`config.mk`:
```
export PLATFORM = sky130hd
export DESIGN_NAME = uart_tx_arbiter_flat
export DESIGN_NICKNAME = d
export VERILOG_FILES = /design/src/rtl/uart_pkg.sv /design/src/rtl/uart_tx_arbiter_if.sv /design/src/rtl/uart_tx_arbiter_rr_picker.sv /design/src/rtl/uart_tx_arbiter.sv /design/src/flat_wrapper.sv
export SDC_FILE = /design/constraint.sdc
export NUM_CORES = 1
export LEC_CHECK = 0
export CORE_MARGIN = 4
export CORE_UTILIZATION = 43
export CTS_CLUSTER_DIAMETER = 40
export DETAILED_ROUTE_END_ITERATION = 10
export HOLD_SLACK_MARGIN = 0.12
export PLACE_DENSITY = 0.8
export SYNTH_ARGS = -nofsm -noshare
export SYNTH_HDL_FRONTEND = slang
export SYNTH_HIERARCHICAL = 1
export SYNTH_SLANG_ARGS = --single-unit
export TNS_END_PERCENT = 10
```
`constraint.sdc`:
```
create_clock -name clock -period 2.8 [get_ports clock]
set_clock_uncertainty 0.15 [all_clocks]
set_input_delay 0.56 -clock clock [delete_from_list [all_inputs] [get_ports clock]]
set_output_delay 0.56 -clock clock [all_outputs]
set_load 0.05 [all_outputs]
```
`src/rtl/uart_pkg.sv`:
```
// Shared types and constants for the UART transmit-side arbitration logic.
package uart_pkg;

  localparam int UART_DATA_WIDTH = 8;

  typedef enum logic {
    IDLE   = 1'b0,
    LOCKED = 1'b1
  } arb_state_t;

endpackage

```
`src/rtl/uart_tx_arbiter_if.sv`:
```
// Requester and UART-TX side signals of the transmit arbiter, bundled with
// producer (master) and arbiter (slave) views.
interface uart_tx_arbiter_if #(
  parameter int NUM_REQ    = 4,
  parameter int DATA_WIDTH = uart_pkg::UART_DATA_WIDTH
);

  localparam int ID_W = $clog2(NUM_REQ);

  // A byte moves on a cycle where valid & ready are both high at the rising edge;
  // the sender holds valid and data stable until then, and ready never waits on valid.
  logic [NUM_REQ-1:0]            req_valid;
  logic [NUM_REQ*DATA_WIDTH-1:0] req_data;
  logic [NUM_REQ-1:0]            req_last;
  logic [NUM_REQ-1:0]            req_ready;
  logic                          tx_valid;
  logic [DATA_WIDTH-1:0]         tx_data;
  logic                          tx_ready;
  logic [NUM_REQ-1:0]            grant;
  logic [ID_W-1:0]               grant_id;
  logic                          busy;
  logic                          abort;

  modport slave (
    input  req_valid, req_data, req_last, tx_ready,
    output req_ready, tx_valid, tx_data, grant, grant_id, busy, abort
  );

  modport master (
    output req_valid, req_data, req_last, tx_ready,
    input  req_ready, tx_valid, tx_data, grant, grant_id, busy, abort
  );

endinterface

```
`src/rtl/uart_tx_arbiter_rr_picker.sv`:
```
// Combinational round-robin picker: first set request at or above ptr,
// wrapping, found by masking a doubled copy of the request vector.
module rr_picker #(
  parameter int N    = 4,
  parameter int ID_W = $clog2(N)
) (
  input  logic [N-1:0]    req,
  input  logic [ID_W-1:0] ptr,
  output logic [N-1:0]    pick,
  output logic [ID_W-1:0] pick_id,
  output logic            any
);

  localparam int IDX_W = ID_W + 1;

  logic [2*N-1:0] dbl;
  logic [2*N-1:0] mask;
  logic [2*N-1:0] masked;
  logic [IDX_W-1:0] idx;

  always_comb begin
    dbl    = {req, req};
    // Clearing bits below ptr in the lower copy leaves the upper copy to supply the wrap.
    mask   = ~(({{(2*N-1){1'b0}}, 1'b1} << ptr) - 1'b1);
    masked = dbl & mask;
    idx    = '0;
    for (int i = 2*N-1; i >= 0; i--) begin
      if (masked[i]) idx = IDX_W'(i);
    end
    any     = |req;
    pick_id = (int'(idx) >= N) ? ID_W'(int'(idx) - N) : ID_W'(idx);
    pick    = '0;
    if (any) pick[pick_id] = 1'b1;
  end

endmodule

```
`src/rtl/uart_tx_arbiter.sv`:
```
// Packet-aware round-robin owner of the shared UART transmitter, with a
// stall timeout that reclaims the transmitter from a silent owner.
module uart_tx_arbiter
  import uart_pkg::*;
#(
  parameter int NUM_REQ        = 4,
  parameter int DATA_WIDTH     = UART_DATA_WIDTH,
  parameter int TIMEOUT_CYCLES = 1024
) (
  input  logic                       clock,
  input  logic                       reset,
  uart_tx_arbiter_if.slave           bus,
  output arb_state_t                 dbg_state,
  output logic [$clog2(NUM_REQ)-1:0] dbg_ptr
);

  localparam int ID_W  = $clog2(NUM_REQ);
  localparam int CNT_W = (TIMEOUT_CYCLES == 0) ? 1 : $clog2(TIMEOUT_CYCLES + 1);
  localparam logic [CNT_W-1:0] CNT_LAST =
    (TIMEOUT_CYCLES == 0) ? '0 : CNT_W'(TIMEOUT_CYCLES - 1);

  arb_state_t         state_q, state_d;
  logic [ID_W-1:0]    ptr_q, ptr_d;
  logic [CNT_W-1:0]   cnt_q, cnt_d;
  logic [NUM_REQ-1:0] grant_q, grant_d;
  logic [ID_W-1:0]    grant_id_q, grant_id_d;
  logic               abort_q, abort_d;

  logic [NUM_REQ-1:0]    pick;
  logic [ID_W-1:0]       pick_id;
  logic                  pick_any;
  logic                  locked;
  logic                  own_valid;
  logic                  own_last;
  logic [DATA_WIDTH-1:0] own_data;
  logic                  hs;
  logic [ID_W-1:0]       next_ptr;

  rr_picker #(.N(NUM_REQ), .ID_W(ID_W)) u_picker (
    .req     (bus.req_valid),
    .ptr     (ptr_q),
    .pick    (pick),
    .pick_id (pick_id),
    .any     (pick_any)
  );

  assign locked    = (state_q == LOCKED);
  assign own_valid = bus.req_valid[grant_id_q];
  assign own_last  = bus.req_last[grant_id_q];
  assign own_data  = bus.req_data[int'(grant_id_q)*DATA_WIDTH +: DATA_WIDTH];
  assign hs        = locked & own_valid & bus.tx_ready;
  assign next_ptr  = (grant_id_q == ID_W'(NUM_REQ - 1)) ? '0 : grant_id_q + 1'b1;

  always_comb begin
    state_d    = state_q;
    ptr_d      = ptr_q;
    cnt_d      = cnt_q;
    grant_d    = grant_q;
    grant_id_d = grant_id_q;
    abort_d    = 1'b0;
    case (state_q)
      IDLE: begin
        if (pick_any) begin
          state_d    = LOCKED;
          grant_d    = pick;
          grant_id_d = pick_id;
          cnt_d      = '0;
        end
      end
      LOCKED: begin
        if (hs) begin
          cnt_d = '0;
          if (own_last) begin
            state_d = IDLE;
            grant_d = '0;
            ptr_d   = next_ptr;
          end
        end else if (!own_valid && (TIMEOUT_CYCLES != 0)) begin
          // Only a silent owner ages; a backpressured one is never reclaimed.
          if (cnt_q >= CNT_LAST) begin
            abort_d = 1'b1;
            state_d = IDLE;
            grant_d = '0;
            ptr_d   = next_ptr;
            cnt_d   = '0;
          end else begin
            cnt_d = cnt_q + 1'b1;
          end
        end
      end
      default: state_d = IDLE;
    endcase
  end

  always_ff @(posedge clock or posedge reset) begin
    if (reset) begin
      state_q    <= IDLE;
      ptr_q      <= '0;
      cnt_q      <= '0;
      grant_q    <= '0;
      grant_id_q <= '0;
      abort_q    <= 1'b0;
    end else begin
      state_q    <= state_d;
      ptr_q      <= ptr_d;
      cnt_q      <= cnt_d;
      grant_q    <= grant_d;
      grant_id_q <= grant_id_d;
      abort_q    <= abort_d;
    end
  end

  assign bus.tx_valid  = locked & own_valid;
  assign bus.tx_data   = locked ? own_data : '0;
  assign bus.req_ready = grant_q & {NUM_REQ{bus.tx_ready}};
  assign bus.grant     = grant_q;
  assign bus.grant_id  = grant_id_q;
  assign bus.busy      = locked;
  assign bus.abort     = abort_q;
  assign dbg_state     = state_q;
  assign dbg_ptr       = ptr_q;

endmodule

```
`src/flat_wrapper.sv`:
```
// flat-port wrapper written by rule: the top's interface ports become plain ports
module uart_tx_arbiter_flat import uart_pkg::*;
#(
  parameter int NUM_REQ        = 4,
  parameter int DATA_WIDTH     = UART_DATA_WIDTH,
  parameter int TIMEOUT_CYCLES = 1024
)
  (clock, reset, dbg_state, dbg_ptr, bus_req_valid, bus_req_data, bus_req_last, bus_tx_ready, bus_req_ready, bus_tx_valid, bus_tx_data, bus_grant, bus_grant_id, bus_busy, bus_abort);
  uart_tx_arbiter_if #(.NUM_REQ(NUM_REQ), .DATA_WIDTH(DATA_WIDTH)) bus_i ();
  input  logic clock;
  input  logic reset;
  output arb_state_t dbg_state;
  output logic [$clog2(NUM_REQ)-1:0] dbg_ptr;
  input wire logic [$bits(bus_i.req_valid)-1:0] bus_req_valid;
  input wire logic [$bits(bus_i.req_data)-1:0] bus_req_data;
  input wire logic [$bits(bus_i.req_last)-1:0] bus_req_last;
  input wire logic [$bits(bus_i.tx_ready)-1:0] bus_tx_ready;
  output wire logic [$bits(bus_i.req_ready)-1:0] bus_req_ready;
  output wire logic [$bits(bus_i.tx_valid)-1:0] bus_tx_valid;
  output wire logic [$bits(bus_i.tx_data)-1:0] bus_tx_data;
  output wire logic [$bits(bus_i.grant)-1:0] bus_grant;
  output wire logic [$bits(bus_i.grant_id)-1:0] bus_grant_id;
  output wire logic [$bits(bus_i.busy)-1:0] bus_busy;
  output wire logic [$bits(bus_i.abort)-1:0] bus_abort;
  assign bus_i.req_valid = bus_req_valid;
  assign bus_i.req_data = bus_req_data;
  assign bus_i.req_last = bus_req_last;
  assign bus_i.tx_ready = bus_tx_ready;
  assign bus_req_ready = bus_i.req_ready;
  assign bus_tx_valid = bus_i.tx_valid;
  assign bus_tx_data = bus_i.tx_data;
  assign bus_grant = bus_i.grant;
  assign bus_grant_id = bus_i.grant_id;
  assign bus_busy = bus_i.busy;
  assign bus_abort = bus_i.abort;
  uart_tx_arbiter #(.NUM_REQ(NUM_REQ), .DATA_WIDTH(DATA_WIDTH), .TIMEOUT_CYCLES(TIMEOUT_CYCLES)) u_core (.clock(clock), .reset(reset), .bus(bus_i), .dbg_state(dbg_state), .dbg_ptr(dbg_ptr));
endmodule
```
==> results of run 1 <==
-- report_power, final --
group          leakage, nW  switching [mW]  total, mW  internal, mW
Clock               0.0255          0.0894      0.188        0.0989
Combinational        0.747            1.07       1.88         0.812
Sequential           0.278           0.116      0.502         0.385
Total                 1.05            1.28       2.57          1.30
-- final cells by class --
class                           count  area share [%]
Inverter                            9            1.37
Clock buffer                        3            1.67
Sequential cell                    21            21.3
Timing Repair Buffer               80            31.6
Clock inverter                      1           0.203
Multi-Input combinational cell    121            41.4
Tap cell                           48            2.43
-- placed cells by master (no fill, tap or decap), types with 2 or more instances in the layout --
cell	instances
mux2_4	4
nand2b_1	4
o21ai_0	6
buf_4	24
mux2i_1	4
nor2_1	4
nand4_1	4
nor2b_1	7
or3_1	2
nand3_1	6
inv_1	9
mux4_2	10
ha_1	3
o22ai_1	2
a21oi_1	3
mux2_2	4
o221ai_1	2
buf_12	4
a31oi_1	5
clkdlybuf4s50_1	52
clkbuf_8	3
a21o_1	2
dfrtp_1	21
and3_1	3
and2_1	16
nand2_1	12
nor3_1	2
-- sequential cells by signal (all words and copies together), names as in the netlist --
signal,count
u_core/cnt_q,11
u_core/bus.grant_id,2
u_core/bus.abort,1
u_core/dbg_ptr,2
u_core/bus.busy,1
u_core/bus.grant,4
-- critical path: stages (launching register included) --
cell and delay [ns]:
dfrtp_1 0.53, buf_4 0.25, mux4_2 0.51, and2_1 0.17, buf_4 0.18
-- through the flow --
stage          cells  total power, mW  hold slack [ns]
2_1_floorplan    161             1.83            0.304
3_3_place_gp     279             2.36            0.327
3_5_place_dp     279             2.40            0.325
4_1_cts          283             2.59            0.347
5_1_grt          283             2.74            0.374
6_report         283             2.57            0.342
-- logic make-up (layout without fill, tap and decap cells) --
logic type	Yosys count	count (layout)	share of synthesized area (%)
DFF	21	21	32.2
AOI/OAI and AO/OA	31	31	14.5
adders and majority gates	3	3	2.30
muxes	22	22	22.7
and+or+nand+nor	65	65	23.1
buffers and inverters	19	93	5.21
-- worst paths after layout --
path	endpoint	depth (start not counted)
max reg2reg	u_core/dbg_ptr[0]	6
min reg2reg	u_core/cnt_q[10]	1
min	u_core/cnt_q[10]	1
max in group asynchronous	u_core/cnt_q[7]	2
max	bus_tx_data[5]	4
min in group asynchronous	u_core/cnt_q[6]	2
-- routing by layer --
| layer | global-route usage [%] | up-vias | routed length, um |
|---|---|---|---|
| met3 | 3.19 | 0 | 214 |
| met4 | 1.52 | 0 | 0 |
| met2 | 32.4 | 49 | 2180 |
| met5 | 0 | - | 0 |
| li1 | - | 742 | - |
| met1 | 24.4 | 730 | 1870 |
==> results by group, run 1 <==
Floorplanning
  – Core area: 0.00366 mm^2
  – Boundary Pins: 67
  – Die Area: 0.00484 mm^2
  – Die W: 69.6 um
  – Die height: 69.6 um
  – Starting Density: 44.6%
  – FP Rows: 22

Layout
  – Reg area: 526 um^2
  – Filler cells: 307
  – Final Util: 67.4%
  – Layout net count: 282
  – Share of cells above drive strength 1: 24.7%
  – Area Growth Syn to Fin: 51.2%
  – Cell area after layout: 0.00247 mm^2
  – Antenna cells: 0
  – Multi-input logic area: 0.00102 mm^2

Routing
  – Post-route DRC: 0
  – Vias per Instance: 5.37
  – Drt first pass iters: 4
  – Vias: 1,521
  – Total Wirelength: 4270 um
  – Wire per inst: 15.1 um
  – ANT nets after route: 0
  – Starting DRT DRC Count: 112

Synthesis
  – Number of synthesized register bits: 21
  – Mean post-synth cell area: 10.1 um^2
  – Top FF cell, synth: dfrtp_1
  – Synthesized cell area: 0.00163 mm^2
  – Synth cell count leaders: dfrtp_1 (21), and2_1 (16), nand2_1 (12)
  – Post-synth cell types: 44
  – Warnings, synthesis: 6
  – Cells after Synth: 161
  – Top-count cell post-synth: dfrtp_1
  – Asr flop ratio synth: 100%
  – Top cells by area, synth: dfrtp_1 (32%), mux4_2 (14%), and2_1 (6.1%), mux2_4 (3.7%), mux2_2 (2.8%)
  – Top-area cell type share of the netlist area: 32.2%
  – Post-synth top area cell: dfrtp_1
  – Syn Nets: 207
  – Post-synthesis sequential area ratio: 32.2%
  – Post-synth EDFFs: 0

Critical path
  – Crit path from: u_core/bus.grant_id[0]
  – Setup Crit Path Kind: flop to output port
  – Worst setup EP type: output port
  – Crit path DAT: 1.90 ns
  – Worst EP required: 2.09 ns
  – Reg2reg start: u_core/cnt_q[0]
  – Worst Setup Start Kind: flop
  – R2r setup slk: 0.49 ns
  – Critical-path maximum fanout: 6

CTS
  – PostCTS Resize Cnt: 0
  – Num CTS Buffers: 3
  – Clk_lat worst skew: 0.26 ns
  – H-tree depth: 1
  – Post-CTS setup repair buffer count: 0
  – Clock tree sinks: 21
  – CTS Hold Buffers Added: 0
  – Worst-path clk slew: 0.07 ns
  – CTS Root Cell: clkbuf_8
  – CTS tree: built
  – Worst-case clock buffer depth: 2

Timing
  – Max_slew headroom: 49.0%
  – RSZ-0062 raised after global routing: no
  – Slew @ Worst Pin: 0.765 ns
  – Hold violation count in the final report: 0
  – Setup TNS Final: 0 ns
  – PnR worst setup slack: 0.193 ns
  – Final Setup Violations: 0
  – FMAX: 384 MHz
  – Post-layout min period: 2.61 ns
  – Final Max Slew Viols: 0
  – Crit share post-route: 93.1%

Hold path
  – Worst hold path startpoint: u_core/cnt_q[10]
  – Hold Path Class: flop to flop

Global routing
  – Initial antenna violation count: 0
  – GRT Total Usage: 18.4%
  – Largest net degree at the start of global routing: 22
  – First-pass GRT wire length: 7310 um
  – Grt ovf: 0
  – Vias in the first global route: 1,541

Placement
  – Setup slack at placement: 0.128 ns
  – Post-detail-place hpwl: 3560 um
  – GP Congestion: 0.774
  – Port Buffer Count: 66
  – Placement Cell Area: 0.00242 mm^2

Pwr
  – Power Dens Cells: 1040 mW/mm^2
  – Pleak: 1.05 nW
  – Worst VDD drop: 0.770 mV

Run status
  – Outcome: finished, final reports clean

Job
  – Max Cap Viol: 0
Power figures use the tool's default switching activity.
==> inputs of run 2 (changes only) <==
--- a/config.mk
+++ b/config.mk
@@ -6,11 +6,11 @@
 export NUM_CORES = 1
 export LEC_CHECK = 0
 export CORE_MARGIN = 4
-export CORE_UTILIZATION = 43
+export CORE_UTILIZATION = 47
 export CTS_CLUSTER_DIAMETER = 40
 export DETAILED_ROUTE_END_ITERATION = 10
 export HOLD_SLACK_MARGIN = 0.12
-export PLACE_DENSITY = 0.8
+export PLACE_DENSITY = 0.87
 export SYNTH_ARGS = -nofsm -noshare
 export SYNTH_HDL_FRONTEND = slang
 export SYNTH_HIERARCHICAL = 1
==> constraint.sdc (replaced) <==
create_clock -name clock -period 3.1 [get_ports clock]
set_clock_uncertainty 0.15 [all_clocks]
set_input_delay 0.62 -clock clock [delete_from_list [all_inputs] [get_ports clock]]
set_output_delay 0.62 -clock clock [all_outputs]
set_load 0.05 [all_outputs]
==> run 2 against run 1 <==
  * Utilization increased by 4.1 points
  * Worst hold slack improved by 0.028 ns
  * Register-to-register slack improved by 0.25 ns
  * Critical path depth unchanged
  * Critical path type is now input pin to output port
  * Count of clock-buffer cells in the layout increased by 1
  * Die area decreased by 7.6%
  * Critical endpoint is now bus_tx_valid
  * Largest cell class unchanged
  * Wire length increased by 1.6%
  * First-iteration DRC count increased by 11%
==> results by group, run 2 (synthesized netlist as in run 1, its figures left out) <==
Run status
  – Outcome: finished, final reports clean

CTS
  – Num CTS Buffers: 3 (unchanged)
  – PostCTS Resize Cnt: 0 (unchanged)
  – CTS Hold Buffers Added: 0 (unchanged)
  – Worst-path clk slew: 0.10 ns (+0.03 ns)
  – Worst-case clock buffer depth: 2 (unchanged)
  – H-tree depth: 1 (unchanged)
  – CTS Root Cell: clkbuf_4
  – Post-CTS setup repair buffer count: 0 (unchanged)
  – Clk_lat worst skew: 0.29 ns (+0.03 ns)
  – CTS tree: built
  – Clock tree sinks: 21 (unchanged)

Layout
  – Layout net count: 274 (-2.8%)
  – Max FFs per register: 11 (unchanged)
  – Area Growth Syn to Fin: 46.3%
  – Cell area after layout: 0.00239 mm^2 (-3.2%)
  – Final Non-Filler Cells: 273 (-3.5%)
  – Share of cells above drive strength 1: 21.1% (-3.5 points)
  – Filler cells: 275 (-10%)
  – Antenna cells: 0 (unchanged)
  – Register with the most flip-flops: u_core/cnt_q
  – Most frequent cells in the layout: clkdlybuf4s50_1 (53), dfrtp_1 (21), and2_1 (16)
  – Commonest non-fill, non-tap cell in the layout: clkdlybuf4s50_1

Global routing
  – Grt ovf: 0 (unchanged)
  – Vias in the first global route: 1,435 (-6.9%)
  – Initial antenna violation count: 0 (unchanged)
  – GRT Total Usage: 21.0% (+2.6 points)
  – First-pass GRT wire length: 7020 um (-3.9%)
  – Largest net degree at the start of global routing: 23 (+4.5%)

Routing
  – ANT nets after route: 0 (unchanged)
  – Wire per inst: 15.9 um (+5.3%)
  – Post-route DRC: 0 (unchanged)
  – Total Wirelength: 4330 um (+1.6%)
  – Vias: 1,520 (-0.066%)
  – Vias per Instance: 5.57 (+3.6%)
  – Drt first pass iters: 4 (unchanged)
  – Starting DRT DRC Count: 124 (+11%)

Placement
  – Post-detail-place hpwl: 3520 um (-1.4%)
  – Setup slack at placement: 0.226 ns (+0.0982 ns)
  – Placement Cell Area: 0.00236 mm^2 (-2.5%)
  – Port Buffer Count: 66 (unchanged)
  – GP Congestion: 0.834 (+7.8%)
  – Placed insts: 269 (-3.6%)

Floorplanning
  – Die W: 66.9 um (-3.9%)
  – Boundary Pins: 67 (unchanged)
  – Core area: 0.00334 mm^2 (-8.9%)
  – Die Area: 0.00448 mm^2 (-7.6%)
  – FP Rows: 21 (-4.5%)
  – Die height: 66.9 um (-3.9%)
  – Starting Density: 48.9% (+4.3 points)

Timing
  – Setup TNS Final: 0 ns (unchanged)
  – PnR worst setup slack: 0.230 ns (+0.0371 ns)
  – Final Max Slew Viols: 0 (unchanged)
  – Final Setup Violations: 0 (unchanged)
  – Hold violation count in the final report: 0 (unchanged)
  – Max_slew headroom: 47.1% (-1.9 points)
  – FMAX: 348 MHz
  – Post-layout min period: 2.87 ns
  – Slew @ Worst Pin: 0.793 ns (+0.0283 ns)
  – RSZ-0062 raised after global routing: no
  – Crit share post-route: 92.6%

Hold path
  – Worst hold path startpoint: u_core/cnt_q[10]
  – Hold Path Class: flop to flop
  – Hold depth: 1 (unchanged)
  – Worst Hold Endpoint: u_core/cnt_q[10]

Critical path
  – Crit path DAT: 2.10 ns (+0.20 ns)
  – Worst Setup Start Kind: input pin
  – Setup Crit Path Kind: input pin to output port
  – Reg2Reg Depth: 4 (-2)
  – Crit path from: bus_req_valid[3]
  – Worst reg2reg endpoint: u_core/bus.grant[1]
  – Critical-path maximum fanout: 9 (+3)
  – Reg2reg start: u_core/bus.grant_id[1]
  – R2r setup slk: 0.74 ns (+0.25 ns)
  – Worst setup EP type: output port
  – Worst EP required: 2.33 ns (+0.24 ns)

Pwr
  – Tot Pwr: 2.25 mW (-13%)
  – Power Dens Cells: 941 mW/mm^2 (-9.7%)
  – Worst VDD drop: 0.724 mV (-5.9%)
  – Pleak: 1.00 nW (-4.8%)

Job
  – Max Cap Viol: 0 (unchanged)
## run 2: how the worst max path moves through the flow
stage	endpoint	slack [ns]	cells after the start
2_1_floorplan	bus_tx_data[0]	0.39	4
3_3_place_gp	bus_tx_valid	0.25	4
3_5_place_dp	u_core/bus.grant[2]	0.23	5
4_1_cts	bus_tx_valid	0.23	4
5_1_grt	bus_tx_valid	0.18	4
6_report	bus_tx_valid	0.23	4
## run 2: critical path, cell delays in order
cell and delay [ns]:
clkdlybuf4s50_1 0.49, mux4_2 0.60, and2_1 0.20, buf_4 0.18
## run 2: through the flow
stage / utilization, % / hold slack (ns)
final: 71.5 / 0.369
after global routing: 71.5 / 0.406
after CTS: 71.5 / 0.376
after detailed placement: 70.8 / 0.348
after global placement: 70.8 / 0.338
after floorplan: - / 0.304
## run 2: cell type report
| type | count | area [um^2] | area share [%] |
|---|---|---|---|
| sequential | 21 | 526 | 22.0 |
| clock buffer | 4 | 26.3 | 1.10 |
| inverter | 9 | 33.8 | 1.42 |
| tap | 46 | 57.6 | 2.41 |
| multi-input combinational | 121 | 1020 | 42.8 |
| timing repair buffer | 72 | 723 | 30.3 |
## run 2: layer usage
metal | global-route usage [%] | share of wire [%]
met1 | 26.9 | 43
met2 | 38.1 | 52
met3 | 3.20 | 3.8
met4 | 2.28 | 0.58
met5 | 0 | 0
## run 2: report_power, final
| part | total, mW | internal (mW) | switching (mW) |
|---|---|---|---|
| sequential | 0.496 | 0.346 | 0.150 |
| combinational | 1.62 | 0.703 | 0.921 |
| clock | 0.126 | 0.0500 | 0.0756 |
| total | 2.25 | 1.10 | 1.15 |
==> inputs of run 3 (changes only) <==
--- a/config.mk
+++ b/config.mk
@@ -6,11 +6,11 @@
 export NUM_CORES = 1
 export LEC_CHECK = 0
 export CORE_MARGIN = 4
-export CORE_UTILIZATION = 47
+export CORE_UTILIZATION = 39
 export CTS_CLUSTER_DIAMETER = 40
 export DETAILED_ROUTE_END_ITERATION = 10
 export HOLD_SLACK_MARGIN = 0.12
-export PLACE_DENSITY = 0.87
+export PLACE_DENSITY = 0.77
 export SYNTH_ARGS = -nofsm -noshare
 export SYNTH_HDL_FRONTEND = slang
 export SYNTH_HIERARCHICAL = 1
==> constraint.sdc (replaced) <==
create_clock -name clock -period 2.3 [get_ports clock]
set_clock_uncertainty 0.15 [all_clocks]
set_input_delay 0.46 -clock clock [delete_from_list [all_inputs] [get_ports clock]]
set_output_delay 0.46 -clock clock [all_outputs]
set_load 0.05 [all_outputs]
==> run 3 against run 2 <==
  * The flow now finishes with violations (setup timing)
  * Die area up 18%
  * Register-to-register slack worse by 0.71 ns
  * Non-clock buffer count is 21 higher
  * Count of clock-buffer cells in the layout is the same
  * Combinational power up 60%
  * Cell count rose by 9.2%
  * Final area rose by 10%
  * First-iteration DRC count rose by 8.1%
  * Largest cell class unchanged
==> results by group, run 3 (synthesized netlist as in run 1, its figures left out) <==
Run status
  – Outcome: finished, violations left
  – Failing checks: setup timing

Placement
  – Port Buffer Count: 66 (unchanged)
  – Setup slack at placement: -0.287 ns (-0.513 ns)
  – Post-detail-place hpwl: 3770 um (+7.3%)
  – GP Congestion: 0.829 (-0.62%)

Floorplanning
  – Die Area: 0.00528 mm^2 (+18%)
  – FP Rows: 23 (+9.5%)
  – Die W: 72.7 um (+8.6%)
  – Core area: 0.00403 mm^2 (+21%)
  – Die height: 72.7 um (+8.6%)
  – Boundary Pins: 67 (unchanged)
  – Starting Density: 40.5% (-8.4 points)

CTS
  – CTS Root Cell: clkbuf_8
  – H-tree depth: 1 (unchanged)
  – Worst-path clk slew: 0.07 ns (-0.03 ns)
  – Clk_lat worst skew: 0.25 ns (-0.04 ns)
  – Num CTS Buffers: 3 (unchanged)
  – Worst-case clock buffer depth: 2 (unchanged)
  – CTS Hold Buffers Added: 0 (unchanged)
  – Clock tree sinks: 21 (unchanged)
  – CTS tree: built

Global routing
  – Initial antenna violation count: 0 (unchanged)
  – Grt ovf: 0 (unchanged)
  – Met2 usage: 32.3% (-5.9 points)
  – Met1 Use GR: 24.4% (-2.5 points)
  – Grt met3 use: 3.99% (+0.79 points)
  – Vias in the first global route: 1,581 (+10%)
  – First-pass GRT wire length: 7820 um (+11%)
  – GRT Max-Usage Layer: met2
  – Largest net degree at the start of global routing: 22 (-4.3%)
  – GRT Total Usage: 18.7% (-2.2 points)

Timing
  – Setup TNS Final: -0.00224 ns (-0.00224 ns)
  – Max_slew headroom: 66.2% (+19 points)
  – Slew @ Worst Pin: 0.506 ns (-0.287 ns)
  – Post-layout min period: 2.30 ns
  – Hold violation count in the final report: 0 (unchanged)
  – Final Setup Violations: 1 (+1)
  – Crit share post-route: 100%
  – Hold_ws: 0.354 ns (-0.0154 ns)
  – FMAX: 434 MHz
  – PnR worst setup slack: -0.00224 ns (-0.233 ns)
  – Final Max Slew Viols: 0 (unchanged)
  – RSZ-0062 raised after global routing: yes

Pwr
  – Power Dens Cells: 1310 mW/mm^2 (+39%)
  – Psw: 1.64 mW (+43%)
  – Clock network power share: 6.7% (+1.1 points)
  – Worst VDD drop: 0.762 mV (+5.3%)
  – Fraction of power consumed by combinational cells: 75.2% (+2.9 points)
  – Sequential power share: 18.1% (-4.0 points)
  – Net Sw Frac: 47.5% (-3.5 points)
  – Pleak: 1.15 nW (+15%)
  – Tot Pwr: 3.44 mW (+53%)
  – Power Internal: 1.81 mW (+64%)

Routing
  – ANT nets after route: 0 (unchanged)
  – Post-route DRC: 0 (unchanged)
  – Total Wirelength: 4610 um (+6.3%)
  – Starting DRT DRC Count: 134 (+8.1%)
  – Drt first pass iters: 4 (unchanged)
  – Wire per inst: 15.5 um (-2.6%)
  – Vias: 1,609 (+5.9%)
  – Vias per Instance: 5.40 (-3.0%)

Critical path
  – Crit path DAT: 1.69 ns (-0.41 ns)
  – Setup Crit Path Kind: flop to output port
  – Critical-path maximum fanout: 4 (-5)
  – Worst setup EP type: output port
  – Worst Setup Start Kind: flop
  – Worst EP required: 1.69 ns (-0.64 ns)

Layout
  – Share of cells above drive strength 1: 35.5% (+14 points)
  – Final Util: 65.4% (-6.1 points)
  – Most frequent cells in the layout: clkdlybuf4s50_1 (45), buf_4 (28), dfrtp_1 (19)
  – Max FFs per register: 11 (unchanged)
  – Commonest non-fill, non-tap cell in the layout: clkdlybuf4s50_1
  – Antenna cells: 0 (unchanged)
  – Register with the most flip-flops: u_core/cnt_q
  – Area Growth Syn to Fin: 61.6%
  – Layout net count: 295 (+7.7%)

Job
  – Max Cap Viol: 0 (unchanged)

Hold path
  – Hold Path Class: flop to flop
-- run 3: final timing paths --
check	from	endpoint	depth (start not counted)	slack, ns
worst max-delay path	u_core/bus.grant_id[0]	bus_tx_valid	4	-0.002
worst min-delay path	u_core/cnt_q[10]	u_core/cnt_q[10]	1	0.35
worst max register to register	u_core/bus.grant_id[0]	u_core/dbg_ptr[0]	8	0.03
worst min register to register	u_core/cnt_q[10]	u_core/cnt_q[10]	1	0.35
max in group asynchronous	reset	u_core/bus.grant_id[1]	3	1.39
min in group asynchronous	reset	u_core/cnt_q[6]	3	0.38
-- run 3: metal layers --
layer / wire length, um / vias up
met5: 0 / -
met4: 48 / 0
met3: 248 / 4
met2: 2360 / 57
met1: 1950 / 778
li1: - / 770
-- run 3: layout make-up --
cell class / instances / area, um^2
clock buffer: 4 / 45.0
fill: 341 / 1390
inverter: 9 / 33.8
multi-input combinational: 121 / 1050
sequential: 21 / 528
tap: 50 / 62.6
timing repair buffer: 93 / 915
-- run 3: stage by stage --
stage / instance area, um^2 / cells
3_5_place_dp: 2500 / 291
2_1_floorplan: 1640 / 161
4_1_cts: 2620 / 298
3_3_place_gp: 2500 / 291
6_report: 2640 / 298
5_1_grt: 2640 / 298
-- run 3: power by group through the flow --
stage	Sequential, mW	Clock (mW)	Combinational [mW]
floorplan	0.827	0	1.42
finish	0.624	0.231	2.59
global route	0.643	0.260	2.75
detailed placement	0.626	0	2.40
CTS	0.621	0.241	2.56
global placement	0.617	0	2.36
-- run 3: critical path, stage by stage (launching register included) --
cell	delay [ns]
dfrtp_2	0.42
buf_4	0.14
mux4_2	0.55
and2_4	0.19
buf_8	0.14
-- run 3: timing repair --
action                                 4_1_cts  5_1_grt
setup buffers                                3        0
endpoints found under the hold margin        0        0
setup endpoints to repair                   13       19
resized for setup                           18        6
